File: config.mk
export PLATFORM = sky130hd
export DESIGN_NAME = mem_arbiter_flat
export DESIGN_NICKNAME = d
export VERILOG_FILES = /design/src/rtl/mem_arbiter_if.sv /design/src/rtl/mem_arbiter.sv /design/src/flat_wrapper.sv
export SDC_FILE = /design/constraint.sdc
export NUM_CORES = 1
export LEC_CHECK = 0
export BUFFER_PORTS_ARGS = -buffer_cell sky130_fd_sc_hd__buf_2
export CAP_MARGIN = 20
export CORE_ASPECT_RATIO = 1.75
export CORE_MARGIN = 2
export CORE_UTILIZATION = 45
export DETAILED_ROUTE_END_ITERATION = 12
export GPL_TIMING_DRIVEN = 0
export HOLD_SLACK_MARGIN = 0.02
export PLACE_DENSITY = 0.79
export RECOVER_POWER = 50
export SETUP_SLACK_MARGIN = 0.05
export SYNTH_ARGS = -nofsm -noshare
export SYNTH_HDL_FRONTEND = slang
export SYNTH_SLANG_ARGS = --single-unit
File: constraint.sdc
create_clock -name clk -period 1.9 [get_ports clk]
set_input_delay 0.19 -clock clk [delete_from_list [all_inputs] [get_ports clk]]
set_output_delay 0.19 -clock clk [all_outputs]
set_load 0.02 [all_outputs]
File: src/rtl/mem_arbiter_if.sv
// CPU/DMA request-grant-response channels plus the shared memory bus of mem_arbiter.
// slave = the arbiter's view; master = requesters and memory model.
interface mem_arbiter_if;
    logic        cpu_req;
    logic        cpu_we;
    logic [20:0] cpu_addr;
    logic [7:0]  cpu_wdata;
    logic        cpu_gnt;
    logic        cpu_rvalid;
    logic [7:0]  cpu_rdata;

    logic        dma_req;
    logic        dma_we;
    logic [20:0] dma_addr;
    logic [7:0]  dma_wdata;
    logic        dma_gnt;
    logic        dma_rvalid;
    logic [7:0]  dma_rdata;

    logic [20:0] mem_addr;
    logic [7:0]  mem_dIn;
    logic [7:0]  mem_dOut;
    logic        mem_re;
    logic        mem_we;
    logic        mem_CE_n;
    logic        mem_CER_n;
    logic        busy;

    modport slave (
        input  cpu_req, cpu_we, cpu_addr, cpu_wdata,
        output cpu_gnt, cpu_rvalid, cpu_rdata,
        input  dma_req, dma_we, dma_addr, dma_wdata,
        output dma_gnt, dma_rvalid, dma_rdata,
        output mem_addr, mem_dIn, mem_re, mem_we, mem_CE_n, mem_CER_n, busy,
        input  mem_dOut
    );

    modport master (
        output cpu_req, cpu_we, cpu_addr, cpu_wdata,
        input  cpu_gnt, cpu_rvalid, cpu_rdata,
        output dma_req, dma_we, dma_addr, dma_wdata,
        input  dma_gnt, dma_rvalid, dma_rdata,
        input  mem_addr, mem_dIn, mem_re, mem_we, mem_CE_n, mem_CER_n, busy,
        output mem_dOut
    );
endinterface

File: src/rtl/mem_arbiter.sv
// CPU/DMA single-port memory arbiter; ARB_ROUNDROBIN_EN selects round-robin over fixed CPU priority.
// gnt+strobe 1 cycle after req sampled, rvalid 3 (+IO_WAIT) cycles; loser simply keeps req high until IDLE.
module mem_arbiter #(
    parameter int IO_WAIT = 2
) (
    input  logic          clk,
    input  logic          rst_n,
    mem_arbiter_if.slave  bus
);
    localparam logic [20:0] RAM_BASE = 21'h1F0000;
    localparam logic [20:0] RAM_END  = 21'h1F8000;
    localparam logic [20:0] IO_BASE  = 21'h1FE000;

    typedef enum logic [1:0] {IDLE, ACCESS, RESP} state_t;

    state_t      state_q, state_d;
    logic [1:0]  wait_q, wait_d;
    logic        owner_q, owner_d;          // 1 = DMA owns the current access
    logic        we_q, we_d;
    logic [20:0] addr_q, addr_d;
    logic [7:0]  wdata_q, wdata_d;
    logic        cpu_gnt_q, cpu_gnt_d, dma_gnt_q, dma_gnt_d;
    logic        cpu_rvalid_q, cpu_rvalid_d, dma_rvalid_q, dma_rvalid_d;
    logic [7:0]  cpu_rdata_q, cpu_rdata_d, dma_rdata_q, dma_rdata_d;
    logic        grant_dma;
    logic [20:0] win_addr;

`ifdef ARB_ROUNDROBIN_EN
    logic ptr_q, ptr_d;                     // 1 = DMA wins the next tie
    assign grant_dma = bus.dma_req && (!bus.cpu_req || ptr_q);
`else
    assign grant_dma = bus.dma_req && !bus.cpu_req;
`endif
    assign win_addr = grant_dma ? bus.dma_addr : bus.cpu_addr;

    always_ff @(posedge clk or negedge rst_n) begin
        if (!rst_n) begin
            state_q      <= IDLE;
            wait_q       <= 2'd0;
            owner_q      <= 1'b0;
            we_q         <= 1'b0;
            addr_q       <= 21'd0;
            wdata_q      <= 8'd0;
            cpu_gnt_q    <= 1'b0;
            dma_gnt_q    <= 1'b0;
            cpu_rvalid_q <= 1'b0;
            dma_rvalid_q <= 1'b0;
            cpu_rdata_q  <= 8'd0;
            dma_rdata_q  <= 8'd0;
`ifdef ARB_ROUNDROBIN_EN
            ptr_q        <= 1'b0;
`endif
        end else begin
            state_q      <= state_d;
            wait_q       <= wait_d;
            owner_q      <= owner_d;
            we_q         <= we_d;
            addr_q       <= addr_d;
            wdata_q      <= wdata_d;
            cpu_gnt_q    <= cpu_gnt_d;
            dma_gnt_q    <= dma_gnt_d;
            cpu_rvalid_q <= cpu_rvalid_d;
            dma_rvalid_q <= dma_rvalid_d;
            cpu_rdata_q  <= cpu_rdata_d;
            dma_rdata_q  <= dma_rdata_d;
`ifdef ARB_ROUNDROBIN_EN
            ptr_q        <= ptr_d;
`endif
        end
    end

    always_comb begin
        state_d      = state_q;
        wait_d       = wait_q;
        owner_d      = owner_q;
        we_d         = we_q;
        addr_d       = addr_q;
        wdata_d      = wdata_q;
        cpu_gnt_d    = 1'b0;
        dma_gnt_d    = 1'b0;
        cpu_rvalid_d = 1'b0;
        dma_rvalid_d = 1'b0;
        cpu_rdata_d  = cpu_rdata_q;
        dma_rdata_d  = dma_rdata_q;
`ifdef ARB_ROUNDROBIN_EN
        ptr_d        = ptr_q;
`endif
        case (state_q)
            IDLE: begin
                if (bus.cpu_req || bus.dma_req) begin
                    state_d   = ACCESS;
                    owner_d   = grant_dma;
                    we_d      = grant_dma ? bus.dma_we : bus.cpu_we;
                    addr_d    = win_addr;
                    wdata_d   = grant_dma ? bus.dma_wdata : bus.cpu_wdata;
                    wait_d    = (win_addr >= IO_BASE) ? 2'(IO_WAIT) : 2'd0;
                    cpu_gnt_d = !grant_dma;
                    dma_gnt_d = grant_dma;
`ifdef ARB_ROUNDROBIN_EN
                    ptr_d     = !grant_dma;
`endif
                end
            end
            ACCESS: begin
                if (wait_q != 2'd0) begin
                    wait_d = wait_q - 2'd1;
                end else begin
                    state_d = we_q ? IDLE : RESP;
                end
            end
            RESP: begin
                // memory has registered mem_dOut by now; publish it to the owner
                state_d = IDLE;
                if (owner_q) begin
                    dma_rdata_d  = bus.mem_dOut;
                    dma_rvalid_d = 1'b1;
                end else begin
                    cpu_rdata_d  = bus.mem_dOut;
                    cpu_rvalid_d = 1'b1;
                end
            end
            default: state_d = IDLE;
        endcase
    end

    always_comb begin
        bus.busy       = (state_q != IDLE);
        bus.mem_re     = (state_q == ACCESS) && !we_q;
        bus.mem_we     = (state_q == ACCESS) && we_q;
        bus.mem_CE_n   = !((state_q == ACCESS) && (addr_q < RAM_BASE));
        bus.mem_CER_n  = !((state_q == ACCESS) && (addr_q >= RAM_BASE) && (addr_q < RAM_END));
        bus.mem_addr   = addr_q;
        bus.mem_dIn    = wdata_q;
        bus.cpu_gnt    = cpu_gnt_q;
        bus.dma_gnt    = dma_gnt_q;
        bus.cpu_rvalid = cpu_rvalid_q;
        bus.dma_rvalid = dma_rvalid_q;
        bus.cpu_rdata  = cpu_rdata_q;
        bus.dma_rdata  = dma_rdata_q;
    end
endmodule

File: src/flat_wrapper.sv
// flat-port wrapper written by rule: the top's interface ports become plain ports
module mem_arbiter_flat 
#(
    parameter int IO_WAIT = 2
)
  (clk, rst_n, bus_cpu_req, bus_cpu_we, bus_cpu_addr, bus_cpu_wdata, bus_cpu_gnt, bus_cpu_rvalid, bus_cpu_rdata, bus_dma_req, bus_dma_we, bus_dma_addr, bus_dma_wdata, bus_dma_gnt, bus_dma_rvalid, bus_dma_rdata, bus_mem_addr, bus_mem_dIn, bus_mem_re, bus_mem_we, bus_mem_CE_n, bus_mem_CER_n, bus_busy, bus_mem_dOut);
  mem_arbiter_if bus_i ();
  input  logic clk;
  input  logic rst_n;
  input wire logic [$bits(bus_i.cpu_req)-1:0] bus_cpu_req;
  input wire logic [$bits(bus_i.cpu_we)-1:0] bus_cpu_we;
  input wire logic [$bits(bus_i.cpu_addr)-1:0] bus_cpu_addr;
  input wire logic [$bits(bus_i.cpu_wdata)-1:0] bus_cpu_wdata;
  output wire logic [$bits(bus_i.cpu_gnt)-1:0] bus_cpu_gnt;
  output wire logic [$bits(bus_i.cpu_rvalid)-1:0] bus_cpu_rvalid;
  output wire logic [$bits(bus_i.cpu_rdata)-1:0] bus_cpu_rdata;
  input wire logic [$bits(bus_i.dma_req)-1:0] bus_dma_req;
  input wire logic [$bits(bus_i.dma_we)-1:0] bus_dma_we;
  input wire logic [$bits(bus_i.dma_addr)-1:0] bus_dma_addr;
  input wire logic [$bits(bus_i.dma_wdata)-1:0] bus_dma_wdata;
  output wire logic [$bits(bus_i.dma_gnt)-1:0] bus_dma_gnt;
  output wire logic [$bits(bus_i.dma_rvalid)-1:0] bus_dma_rvalid;
  output wire logic [$bits(bus_i.dma_rdata)-1:0] bus_dma_rdata;
  output wire logic [$bits(bus_i.mem_addr)-1:0] bus_mem_addr;
  output wire logic [$bits(bus_i.mem_dIn)-1:0] bus_mem_dIn;
  output wire logic [$bits(bus_i.mem_re)-1:0] bus_mem_re;
  output wire logic [$bits(bus_i.mem_we)-1:0] bus_mem_we;
  output wire logic [$bits(bus_i.mem_CE_n)-1:0] bus_mem_CE_n;
  output wire logic [$bits(bus_i.mem_CER_n)-1:0] bus_mem_CER_n;
  output wire logic [$bits(bus_i.busy)-1:0] bus_busy;
  input wire logic [$bits(bus_i.mem_dOut)-1:0] bus_mem_dOut;
  assign bus_i.cpu_req = bus_cpu_req;
  assign bus_i.cpu_we = bus_cpu_we;
  assign bus_i.cpu_addr = bus_cpu_addr;
  assign bus_i.cpu_wdata = bus_cpu_wdata;
  assign bus_cpu_gnt = bus_i.cpu_gnt;
  assign bus_cpu_rvalid = bus_i.cpu_rvalid;
  assign bus_cpu_rdata = bus_i.cpu_rdata;
  assign bus_i.dma_req = bus_dma_req;
  assign bus_i.dma_we = bus_dma_we;
  assign bus_i.dma_addr = bus_dma_addr;
  assign bus_i.dma_wdata = bus_dma_wdata;
  assign bus_dma_gnt = bus_i.dma_gnt;
  assign bus_dma_rvalid = bus_i.dma_rvalid;
  assign bus_dma_rdata = bus_i.dma_rdata;
  assign bus_mem_addr = bus_i.mem_addr;
  assign bus_mem_dIn = bus_i.mem_dIn;
  assign bus_mem_re = bus_i.mem_re;
  assign bus_mem_we = bus_i.mem_we;
  assign bus_mem_CE_n = bus_i.mem_CE_n;
  assign bus_mem_CER_n = bus_i.mem_CER_n;
  assign bus_busy = bus_i.busy;
  assign bus_i.mem_dOut = bus_mem_dOut;
  mem_arbiter #(.IO_WAIT(IO_WAIT)) u_core (.clk(clk), .rst_n(rst_n), .bus(bus_i));
endmodule
Yosys cells after proc, flatten, opt, wreduce, memory -nomap -nowiden
Cells that the tools add are included.
Widths: inputs -> output; s select.
- register bits: 55
- bits of input ports: 72
- output and inout bits: 54
- word-level logic and storage cells: 63
- add/subtract/negate cells: 1
- order comparisons: 4
- equality and inequality tests: 5
- mux-type cells: 19
- bitwise logic cells: 1
- reduce and logical (&&, ||, !) cells: 21
- operators with widths (cell ; number):
    $ge 21x21->1 const B ; 2
    $lt 21x21->1 const B ; 2
    $mux 21 ; 1
    $mux 2 ; 6
    $mux 1 ; 9
    $mux 8 ; 1
    $pmux 2 s2 ; 2
    $reduce_and 2->1 ; 4
    $logic_and 1x1->1 ; 6
    $reduce_bool 2->1 ; 3
    $logic_not 1->1 ; 5
    $ne 2x1->1 const B ; 2
    $reduce_and 3->1 ; 1
    $eq 2x1->1 const B ; 1
    $eq 2x2->1 const B ; 1
    $logic_not 2->1 ; 1
    $ne 2x2->1 const B ; 1
    $sub 2x1->2 const B ; 1
    $logic_or 1x1->1 ; 1
    $not 1->1 ; 1

Logic depth before layout (Yosys ltp)
- word-level depth: 7
- gate-level depth with buffers: 5
- mapped depth without buffers: 5

Worst setup path after synthesis
No wires, ideal clock.
- kind: register to register
- start point: register u_core.wait_q[0]
- end point: register u_core.wait_q[1]
- setup time: 0.087 ns
- data arrival time: 1.415 ns
- required time: 1.813 ns
- slack: 0.398 ns
- stages on the path, launching flop included: 6
- buffers on the path: 0
- clock period less this slack: 1.502 ns
- cell sequence: dfrtp_1 inv_1 ha_1 or3b_1 mux2_2 a211oi_2
- cells in the longest elaborated chain, start to end: 3
- elaborated cells between the ends (all ways): 6
- those cells by class: add/sub (1); eq/ne (1); mux (2); reduce/logical (2)
- RTL lines (item ; line ; RTL):
    start, declared ; mem_arbiter.sv:17 ; logic [1:0] wait_q, wait_d;
    start signal, assigned ; mem_arbiter.sv:55 ; wait_q <= wait_d;
    $sub 2x1->2 / $reduce_bool 2->1 (equally long branches) ; mem_arbiter.sv:106, mem_arbiter.sv:105 ;
    $mux 2 / $ne 2x1->1 (equally long branches) ; - ;
    $pmux 2 s2 / $reduce_and 3->1 (equally long branches) ; - ;
Parallel ways exist; a longest one is shown, timed or not. The select of a mux whose other input is x is not followed.
A chain may end at the register's enable or synchronous reset.

Worst setup path after layout
- start point: register u_core.state_q[1]
- end point: output bus_mem_CER_n
- cells in the longest elaborated chain, start to end: 4
- RTL lines (item ; line ; RTL):
    start, declared ; mem_arbiter.sv:16 ; state_t state_q, state_d;
    start signal, assigned ; mem_arbiter.sv:54 ; state_q <= state_d;
    $eq 2x1->1 ; mem_arbiter.sv:131 ; bus.mem_CER_n = !((state_q == ACCESS) && (addr_q >= RAM_BASE) && (addr_q < RAM_END));
    $logic_and 1x1->1 (2 in a row) ; mem_arbiter.sv:131 ;
    $logic_not 1->1 ; mem_arbiter.sv:131 ;
    end, declared ; flat_wrapper.sv:29 ; output wire logic [$bits(bus_i.mem_CER_n)-1:0] bus_mem_CER_n;
No other way between the ends.

==> results.py <==
metrics = {
    "die": {
        "io_pins": 126,
        "placementRows": 35,
        "die_w_um": 59.9,
        "die-area_sq_um": 6090,
        "core_sq_um": 5260,
        "chipHeight_um": 102,
        "initial_utilization": 0.468,
    },
    "synthesis": {
        "synth_largest_area_cell": "dfrtp_1",
        "yosys_warnings": 0,
        "synth_area_leaders": "dfrtp_1, mux2i_1, o21ai_0",
        "synthXorXnorAreaFrac": 0,
        "synth.avg_cell_area_sq_um": 11.6,
        "yosys.area_share.simple": 0.0514,
        "async_flop_share": 1.00,
        "ys_top_cells_by_count": "o21ai_0, dfrtp_1, mux2i_1, mux2_2, clkbuf_1",
        "synth_cells": 212,
        "yosysMostFrequentCell": "o21ai_0",
        "ys_ff_latch": 55,
        "synth_compound_area_frac": 0.146,
        "yosys.area_share.adder": 0.00509,
        "synth_cell_type_count": 25,
        "synth_top_area_frac": 0.560,
        "mappedNetlistArea_sq_um": 2460,
        "synth_ff_type": "dfrtp_1",
        "synthMuxAreaShare": 0.205,
        "synth_top_family_by_area": "multiplexers",
        "synth_nets": 285,
        "yosysSeqAreaShare": 0.560,
        "synth-edff-count": 0,
    },
    "worst_setup_path": {
        "crit_path_start_kind": "flop",
        "worst_setup_path_end_kind": "output port",
        "crit_buf_inv": 1,
        "cpPeakStageDelay_ps": 460,
        "cp.arrival_ps": 1500,
        "critical_path_class": "flop to output port",
        "cp.required_ps": 1710,
        "cpMaxStageDelayCell": "dfrtp_1",
        "timing.rr.end": "u_core.wait_q[1]$_DFFE_PN0P_",
        "reg2reg_depth": 5,
        "rrSetupSlack_ps": 300,
        "r2r_start": "u_core.wait_q[0]$_DFFE_PN0P_",
        "cp_cell_sequence": "nand2b_1 > or3_1 > buf_2",
        "path_max_fanout": 6,
        "crit_family": "simple AND/OR/NAND/NOR gates",
    },
    "drt": {
        "post_drt_via_cell_ratio": 5.41,
        "drt-wirelength-per-cell_um": 15.2,
        "vias": 2174,
        "drtIter0Drc": 36,
        "dr.pass1.iters": 4,
        "ant_nets": 0,
        "routed_wl_um": 6090,
        "drc": 0,
    },
    "power_and_ir_drop": {
        "p_per_area_nw_per_um2": 1620,
        "swShare": 0.437,
        "seq_power_share": 0.390,
        "power_switching_mw": 2.29,
        "p_leak_nw": 1.59,
        "power_frac_clock": 0.151,
        "power.internal_mw": 2.95,
        "peakVddDrop_mv": 0.785,
        "combPwrFrac": 0.459,
    },
    "hold_path": {
        "min_path_type": "primary input to flop",
        "hold-path-cell-count": 2,
        "hp-start": "bus_mem_dOut[4]",
        "min_to": "u_core.bus.dma_rdata[4]$_DFFE_PN0P_",
    },
    "clock_network": {
        "cts_tree": "yes",
        "post_cts_buffers": 0,
        "h-tree-depth": 2,
        "clock_sinks": 55,
        "root_buffer": "clkbuf_8",
        "clock_latency_ps": 310,
        "cts_buffers": 5,
        "cts_buffer_depth": 2,
        "clk_pin_slew_ps": 100,
    },
    "timing": {
        "fin_worst_skew_ps": 4.93,
        "fin_crit_sh": 0.892,
        "slew_viol_final": 0,
        "grt_setup_unrepaired": "false",
        "hold_viol_final": 0,
        "setup-violations-final": 0,
        "worst_pin_slew_ps": 690,
        "setup_slack_ps": 205,
        "fmax_mhz": 590,
        "slew_headroom": 0.540,
        "period_minus_slack_ps": 1690,
        "tns_ps": 0,
    },
    "place": {
        "io_buffer_count": 125,
        "place_hpwl_um": 4770,
        "gp_congestion": 0.817,
        "dp_slack_ps": 246,
    },
    "global_routing": {
        "track_usage": 0.211,
        "first_global_vias": 2147,
        "grt_pass1_wl_um": 9770,
        "grt_start_max_net_pins": 31,
        "antenna_found_initial": 0,
        "grt_overflow_total": 0,
    },
    "final_layout": {
        "antennaDiodeCount": 0,
        "drive_gt1_frac": 0.320,
        "final_nets": 419,
        "areaGrowthSynthToFinish_pct": 31.5,
    },
    "run_status": {
        "outcome": "complete, no violations",
    },
    "job": {
        "maxCapViolCount": 0,
    },
}
[flip-flops by register name, indices dropped and copies added, names as in the netlist]
signal	flops
u_core.bus.mem_addr	21
u_core.bus.cpu_rvalid	1
u_core.bus.dma_rvalid	1
u_core.bus.cpu_gnt	1
u_core.bus.cpu_rdata	8
u_core.bus.mem_dIn	8
u_core.wait_q	2
u_core.we_q	1
u_core.state_q	2
u_core.owner_q	1
u_core.bus.dma_gnt	1
u_core.bus.dma_rdata	8
[worst max path at each step]
stage / startpoint / slack [ps] / cells after the start / end
3_3_place_gp: u_core.state_q[0]$_DFFE_PN0P_ / 310 / 5 / u_core.bus.mem_addr[3]$_DFFE_PN0P_
3_5_place_dp: u_core.state_q[0]$_DFFE_PN0P_ / 250 / 4 / u_core.bus.mem_addr[2]$_DFFE_PN0P_
5_1_grt: rst_n / 110 / 3 / u_core.bus.mem_addr[7]$_DFFE_PN0P_
2_1_floorplan: u_core.wait_q[0]$_DFFE_PN0P_ / 400 / 5 / u_core.wait_q[1]$_DFFE_PN0P_
6_report: u_core.state_q[1]$_DFFE_PN0P_ / 210 / 3 / bus_mem_CER_n
4_1_cts: u_core.state_q[0]$_DFFE_PN0P_ / 100 / 4 / bus_busy
[power groups by stage]
stage	registers (mW)	clock network, mW	logic, mW
floorplan	2.64	0	0.995
global placement	2.02	0	2.49
detailed placement	2.04	0	2.56
CTS	2.02	0.808	2.57
global route	2.11	0.858	2.64
finish	2.04	0.790	2.40
[what timing repair did]
action	in CTS	in global routing
hold buffers	1	0
resized for setup	1	3
setup endpoints to repair	1	1
hold endpoints to repair	29	0
[cell type report]
cell class              count  area [sq um]
clock buffers               5          68.8
plain buffers              14          65.1
fillers                   486          2020
flip-flops and latches     55          1380
inverters                   5          18.8
multi-input cells         138          1010
well taps                  55          68.8
clock inverters             3          47.5
repair buffers            127           579
[layer usage]
layer	vias up	GRT usage	wire (um)
met1	1046	0.240	2290
met3	13	0.0447	338
met4	0	0.0940	170
met5	-	0	0
li1	1030	-	-
met2	85	0.366	3290
[stage by stage]
stage	hold WS (ps)	util	power, mW	area, sq um	cells
floorplan	-106	-	3.63	2460	212
global placement	434	0.600	4.50	3150	392
detailed placement	258	0.604	4.60	3170	393
CTS	112	0.628	5.39	3300	402
global route	109	0.615	5.61	3230	402
finish	117	0.615	5.23	3230	402
[layout by cell type, fill, tap and decap left out]
master | Yosys | final
nand4_1 | 4 | 4
a211oi_2 | 1 | 1
nor2b_1 | 2 | 2
o21ai_0 | 56 | 56
clkbuf_8 | 0 | 5
or3b_1 | 1 | 1
buf_4 | 2 | 2
nand2b_1 | 3 | 3
dlygate4sd3_1 | 0 | 1
inv_6 | 0 | 1
a31oi_1 | 2 | 2
dfrtp_1 | 55 | 55
mux2_2 | 18 | 18
inv_1 | 5 | 5
clkbuf_1 | 9 | 57
clkinv_4 | 0 | 1
and3_1 | 1 | 1
nor2_4 | 0 | 1
nand3_1 | 1 | 1
nor2_1 | 6 | 5
buf_2 | 3 | 78
o211a_1 | 2 | 2
clkbuf_2 | 0 | 3
mux2i_1 | 30 | 30
ha_1 | 1 | 1
bufinv_16 | 0 | 1
o21a_1 | 1 | 1
or3_1 | 1 | 1
and2_1 | 1 | 1
nand3b_1 | 1 | 1
nor3b_1 | 1 | 1
o21ai_1 | 5 | 5
[cells by family after synthesis]
kind of cell,Yosys count
flops,55
fa+ha+maj,1
simple gates,22
mux,48
buf+inv,19
compound gates,67
Power figures use the tool's default switching activity.
